**src/rtl/ram_arbiter.sv**
```systemverilog
// Two-port arbiter in front of a shared 2**ADDR_W x 1 bit array; one access per two cycles.
// Define RR_ARB_EN for round-robin arbitration; otherwise port 0 has fixed priority.
module ram_arbiter #(
  parameter int unsigned ADDR_W = 4
) (
  input  logic              clock,
  input  logic              reset_n,
  input  logic              req0,
  input  logic              req1,
  input  logic              we0,
  input  logic              we1,
  input  logic [ADDR_W-1:0] addr0,
  input  logic [ADDR_W-1:0] addr1,
  input  logic              wdata0,
  input  logic              wdata1,
  output logic              gnt0,
  output logic              gnt1,
  output logic              rvalid0,
  output logic              rvalid1,
  output logic              rdata0,
  output logic              rdata1
);

  localparam int unsigned Depth = 2 ** ADDR_W;

  typedef enum logic {
    StIdle,
    StAccess
  } state_e;

  state_e             r_state;
  state_e             w_state_d;
  logic               r_gnt0;
  logic               r_gnt1;
  logic               w_gnt0_d;
  logic               w_gnt1_d;
  logic               w_pick0;
  logic [Depth-1:0]   r_mem;
  logic               r_rvalid0;
  logic               r_rvalid1;
  logic               r_rdata0;
  logic               r_rdata1;
  logic               w_acc_we;
  logic [ADDR_W-1:0]  w_acc_addr;
  logic               w_acc_wdata;

`ifdef RR_ARB_EN
  // High when port 1 was granted most recently.
  logic r_last;

  always_comb begin
    w_pick0 = req0 && (!req1 || r_last);
  end
`else
  always_comb begin
    w_pick0 = req0;
  end
`endif

  always_comb begin
    w_state_d = r_state;
    w_gnt0_d  = 1'b0;
    w_gnt1_d  = 1'b0;
    unique case (r_state)
      StIdle: begin
        if (req0 || req1) begin
          w_state_d = StAccess;
          w_gnt0_d  = w_pick0;
          w_gnt1_d  = !w_pick0;
        end
      end
      StAccess: begin
        w_state_d = StIdle;
      end
      default: begin
        w_state_d = StIdle;
      end
    endcase
  end

  always_ff @(posedge clock or negedge reset_n) begin
    if (!reset_n) begin
      r_state <= StIdle;
      r_gnt0  <= 1'b0;
      r_gnt1  <= 1'b0;
`ifdef RR_ARB_EN
      r_last  <= 1'b1;
`endif
    end else begin
      r_state <= w_state_d;
      r_gnt0  <= w_gnt0_d;
      r_gnt1  <= w_gnt1_d;
`ifdef RR_ARB_EN
      if (w_gnt0_d || w_gnt1_d) begin
        r_last <= w_gnt1_d;
      end
`endif
    end
  end

  // Requesters hold their controls until gnt is seen, so the live inputs are used in ACCESS.
  always_comb begin
    w_acc_we    = r_gnt1 ? we1    : we0;
    w_acc_addr  = r_gnt1 ? addr1  : addr0;
    w_acc_wdata = r_gnt1 ? wdata1 : wdata0;
  end

  always_ff @(posedge clock or negedge reset_n) begin
    if (!reset_n) begin
      r_mem     <= '0;
      r_rvalid0 <= 1'b0;
      r_rvalid1 <= 1'b0;
      r_rdata0  <= 1'b0;
      r_rdata1  <= 1'b0;
    end else begin
      if ((r_gnt0 || r_gnt1) && w_acc_we) begin
        r_mem[w_acc_addr] <= w_acc_wdata;
      end
      r_rvalid0 <= r_gnt0 && !we0;
      r_rvalid1 <= r_gnt1 && !we1;
      if (r_gnt0 && !we0) begin
        r_rdata0 <= r_mem[addr0];
      end
      if (r_gnt1 && !we1) begin
        r_rdata1 <= r_mem[addr1];
      end
    end
  end

  assign gnt0    = r_gnt0;
  assign gnt1    = r_gnt1;
  assign rvalid0 = r_rvalid0;
  assign rvalid1 = r_rvalid1;
  assign rdata0  = r_rdata0;
  assign rdata1  = r_rdata1;

endmodule

```
**config.mk**
```make
export PLATFORM = sky130hd
export DESIGN_NAME = ram_arbiter
export DESIGN_NICKNAME = d
export VERILOG_FILES = /design/src/rtl/ram_arbiter.sv
export SDC_FILE = /design/constraint.sdc
export NUM_CORES = 1
export LEC_CHECK = 0
export ABC_AREA = 1
export ABC_CLOCK_PERIOD_IN_PS = 1600
export CAP_MARGIN = 20
export CORE_ASPECT_RATIO = 0.9
export CORE_MARGIN = 2
export CORE_UTILIZATION = 50
export CTS_CLUSTER_SIZE = 10
export DETAILED_ROUTE_END_ITERATION = 10
export PLACE_DENSITY = 0.76
export SYNTH_ARGS = -nofsm -noshare
export SYNTH_HDL_FRONTEND = slang
export SYNTH_SLANG_ARGS = --single-unit
```
**constraint.sdc**
```tcl
create_clock -name clock -period 1.6 [get_ports clock]
set_input_delay 0.16 -clock clock [delete_from_list [all_inputs] [get_ports clock]]
set_output_delay 0.16 -clock clock [all_outputs]
set_load 0.01 [all_outputs]
```
== After elaboration in Yosys (flattened, before gate mapping) ==
Index checks and enable logic that the tools add are counted.

* Bits in registers: 23
* Bits of input ports: 16
* Output and inout bits: 6
* Logic and storage cells: 38

* $lt $le $gt $ge: 4
* Muxes and demuxes: 16
* Bitwise gates (word level): 1
* Reduce and logical (&&, ||, !) cells: 9

{| class="wikitable"
|+ Operators by type and width
! operator !! number
|-
| $bwmux 16 || 1
|-
| $lt 4x5->1 const B || 3
|-
| $mux 1 || 10
|-
| $bmux 1 s4 || 2
|-
| $demux 1 s4 || 1
|-
| $ge 4x1->1 const B || 1
|-
| $logic_and 1x1->1 || 4
|-
| $mux 4 || 1
|-
| $logic_not 1->1 || 3
|-
| $logic_or 1x1->1 || 2
|-
| $pmux 1 s2 || 1
|-
| $not 1->1 || 1
|}

== Depth between registers and ports, before layout ==
* Word-level depth: 6
* Gate-level depth with buffers: 10
* Depth with buffers taken out: 9

== Worst setup path after synthesis ==
Ideal clock, no wire load.

* Path type: reg2reg
* Start: reg r_gnt1, in the netlist gnt1
* End: reg r_mem[11]
* Setup time: 0.124 ns
* Arrival: 1.220 ns
* Path slack: 0.255 ns
* Cell stages (with the launch flop): 8
* Buffers on the path: 1
* Path through: dfrtp_1 > buf_6 > o21ai_2 > inv_2 > nor3_4 > nand2_1 > nand2_1 > o21ai_1

* Word-level cells in the longest chain between the ends: 6
* Elaborated cells between the ends (all ways): 11
* Those cells by class: 2 x order compare; 6 x mux; 3 x reduce/logical

{| class="wikitable"
|+ Ends and longest elaborated chain
! what !! RTL line !! text
|-
| start: declaration || 34 || <nowiki>logic r_gnt1;</nowiki>
|-
| start signal: assignment || 92 || <nowiki>r_gnt1 <= w_gnt1_d;</nowiki>
|-
| $mux 4 || 104 || <nowiki>w_acc_addr = r_gnt1 ? addr1 : addr0;</nowiki>
|-
| $lt 4x5->1 (not written as such) or $ge 4x1->1 (tied branches) || 117 || <nowiki>r_mem[w_acc_addr] <= w_acc_wdata;</nowiki>
|-
| $logic_and 1x1->1 (not written as such) || 117 ||
|-
| $mux 1 (not written as such) || 117 ||
|-
| $demux 1 s4 || 117 ||
|-
| $bwmux 16 || 117 ||
|-
| end signal: indexed assignment || 117 ||
|-
| end: declaration || 38 || <nowiki>logic [Depth-1:0] r_mem;</nowiki>
|}

Parallel ways exist; a longest one is shown, timed or not.
A chain may end at the register's enable or synchronous reset.

== Worst setup path in the final report ==
* Start: reg r_gnt1, in the netlist gnt1
* End: reg r_mem[5]

Same word-level chain as after synthesis.

==> flow_metrics.env <==
export IMPL_floorplan_die_area_sq_um=3100
export IMPL_finalWeightedCongestion=0.836
export IMPL_ys_ff_latch=23
export IMPL_grt_max_degree=24
export IMPL_period_share=0.958
export IMPL_setup_viol=0
export IMPL_routed_wl_microns=3630
export IMPL_numPortBuffers=21
export IMPL_htree_levels=1
export IMPL_clock_skew_ns=0.0125
export IMPL_r2r_start="gnt1"
export IMPL_grt_pass1_vias=1210
export IMPL_area_delta_synth_final_pct=30.5
export IMPL_critPathKind="reg -> reg"
export IMPL_r2r_cells=8
export IMPL_grt_usage=0.254
export IMPL_period_minus_slack_ns=1.53
export IMPL_place_area_sq_um=1640
export IMPL_die_h_microns=53.0
export IMPL_coreArea_sq_um=2490
export IMPL_ys_top_cells_by_count="nand2_1 (85), nand3_1 (24), dfrtp_1 (23)"
export IMPL_yosysTopAreaCell="dfrtp_1"
export IMPL_yosysWarnings=0
export IMPL_layout_nets=241
export IMPL_via_per_inst=5.51
export IMPL_synth_most_common_cell="nand2_1"
export IMPL_total_power_mw=1.72
export IMPL_drive_above_1_share=0.165
export IMPL_r2r_slack_ns=0.07
export IMPL_clk_pin_slew_ns=0.14
export IMPL_crit_fanout=4
export IMPL_synth_top_cells_by_area="dfrtp_1 (43%), nand2_1 (24%), nand3_1 (9.0%), o21ai_1 (6.4%), inv_1 (3.9%)"
export IMPL_wl_per_cell_microns=14.4
export IMPL_max_stage_delay_ns=0.46
export IMPL_cts_tree="yes"
export IMPL_synth_distinct_cells=22
export IMPL_fin_area_sq_um=1740
export IMPL_synth_edf_count=0
export IMPL_hold_viol_final=0
export IMPL_rows=17
export IMPL_place_ws_ns=-0.0264
export IMPL_postCtsHoldBufs=0
export IMPL_hold_slack_ns=0.170
export IMPL_dr_pass1_iters=4
export IMPL_worstPathRequired_ns=1.80
export IMPL_status="complete, no violations"
export IMPL_cts_buffers=3
export IMPL_ios=22
export IMPL_grt_pass1_wl_microns=5710
export IMPL_critPathBufInv=2
export IMPL_clock_latency_ns=0.32
export IMPL_syn_area_sq_um=1340
export IMPL_relSlewSlack=0.774
export IMPL_die_x_microns=58.5
export IMPL_vias=1388
export IMPL_worst_slew_pin_slew_ns=0.338
export IMPL_antenna_found_initial=0
export IMPL_cts_root_buf="clkbuf_4"
export IMPL_min_path_type="in -> async"
export IMPL_cap_violations=0
export IMPL_cp_data_arrival_time_ns=1.73
export IMPL_synth_fp_nets=205
export IMPL_dp_hpwl_microns=2760
export IMPL_ant_nets=0
export IMPL_syn_inst=189
export IMPL_route_detailed_drc=0
export IMPL_diodes=0
export IMPL_synth_seq_area_share=0.431
export IMPL_avgSynthCellArea_sq_um=7.06
export IMPL_cp_slowest_cell="dfrtp_2"
export IMPL_initial_core_util=0.536
export IMPL_max_clock_path_buffers=2
export IMPL_setup_ws_ns=0.0672
export IMPL_synthFlopType="dfrtp_1"
export IMPL_max_freq_mhz=652
export IMPL_rsz0062_at_grt="yes"
export IMPL_async_flop_share=1.00
export IMPL_p_leak_nw=0.818
export IMPL_crit_path_end_kind="register"
export IMPL_powerDensity_nw_per_um2=989
export IMPL_cpLargestDelayFamily="flip-flops"
export IMPL_path_cells="buf_12 -> buf_4 -> o21ai_4 -> nand3_4 -> nor2_4 -> nand2_1 -> nand2_1 -> o21ai_1"
export IMPL_vdd_drop_max_mv=0.818
export IMPL_crit_path_start_kind="register"
export IMPL_slew_violations=0
export IMPL_first_iter_violations=73
export IMPL_netlist_area_leader_share=0.431
export IMPL_clock_sink_count=23
export IMPL_gr_total_overflow=0
export IMPL_crit_top_cell="nand2_1"
export IMPL_r2r_end="r_mem[5]"
-- state kept, by name, indices dropped and copies added (netlist names) --
| name | count |
|---|---|
| rvalid0 | 1 |
| rvalid1 | 1 |
| gnt0 | 1 |
| r_mem | 16 |
| rdata0 | 1 |
| rdata1 | 1 |
| r_state | 1 |
| gnt1 | 1 |
-- per-layer routing --
metal / vias up / GRT usage / wire length, microns
met2: 73 / 0.425 / 1820
met4: 0 / 0.0891 / 51
met1: 633 / 0.334 / 1480
met5: - / 0 / 0
met3: 6 / 0.0391 / 277
li1: 676 / - / -
-- worst max path at each step --
stage / end / depth (start not counted) / startpoint / slack (ns)
2_1_floorplan: r_mem[11] / 7 / gnt1 / 0.26
6_report: r_mem[5] / 8 / gnt1 / 0.07
4_1_cts: gnt1 / 1 / gnt1 / 0.005
5_1_grt: r_mem[10] / 7 / gnt1 / -0.03
3_5_place_dp: r_mem[0] / 9 / addr1[1] / -0.03
3_3_place_gp: r_mem[4] / 9 / addr1[1] / 0.005
-- kinds of logic after synthesis --
family	share of synthesized area
AND/OR/NAND/NOR	0.397
flip-flops	0.431
AO/OA/AOI/OAI	0.0965
buffers and inverters	0.0647
multiplexers	0.0103
-- layout by cell type (no fill, tap or decap) --
| cell type | Yosys | final |
|---|---|---|
| a21oi_1 | 1 | 1 |
| nor2_4 | 0 | 5 |
| clkdlybuf4s50_1 | 0 | 21 |
| nand2_2 | 1 | 1 |
| clkbuf_4 | 0 | 3 |
| nand2_1 | 85 | 85 |
| nor3_2 | 1 | 1 |
| o21ai_4 | 1 | 1 |
| buf_4 | 0 | 12 |
| dfrtp_2 | 0 | 1 |
| buf_12 | 0 | 1 |
| inv_2 | 2 | 3 |
| nand3_4 | 0 | 1 |
| nand3_1 | 24 | 24 |
| nor2_1 | 6 | 3 |
| mux2i_2 | 1 | 1 |
| or2_4 | 1 | 1 |
| dfrtp_1 | 23 | 22 |
| nor3_4 | 1 | 1 |
| buf_2 | 2 | 1 |
| o21ai_2 | 2 | 3 |
| nor3_1 | 1 | 1 |
| clkinv_2 | 0 | 1 |
| o21ai_1 | 17 | 16 |
| o21ai_0 | 1 | 1 |
| inv_1 | 14 | 13 |
-- repair_timing --
item	in CTS	in global routing
pin swaps	0	1
setup endpoints to repair	8	15
gates resized for setup	1	11
buffers inserted	0	2
-- metrics by stage --
| step | util | TNS, ns | std cells |
|---|---|---|---|
| finish | 0.700 | 0 | 252 |
| CTS | 0.672 | 0 | 250 |
| global route | 0.700 | -0.150 | 252 |
| detailed placement | 0.661 | -0.110 | 246 |
| global placement | 0.661 | 0 | 246 |
| floorplan | - | 0 | 189 |
-- report_power, final --
part	switching, mW	internal, mW	total, mW
logic	0.290	0.258	0.548
clock network	0.181	0.0935	0.275
registers	0.165	0.734	0.900
total	0.636	1.09	1.72
-- area by class of cell --
class / count / area, sq um
inverters: 16 / 60.1
flip-flops and latches: 23 / 577
multi-input cells: 146 / 717
clock inverters: 1 / 5.00
well taps: 28 / 35.0
clock buffers: 3 / 22.5
repair buffers: 35 / 325
fillers: 198 / 747
(Power assumes the default switching activity.)
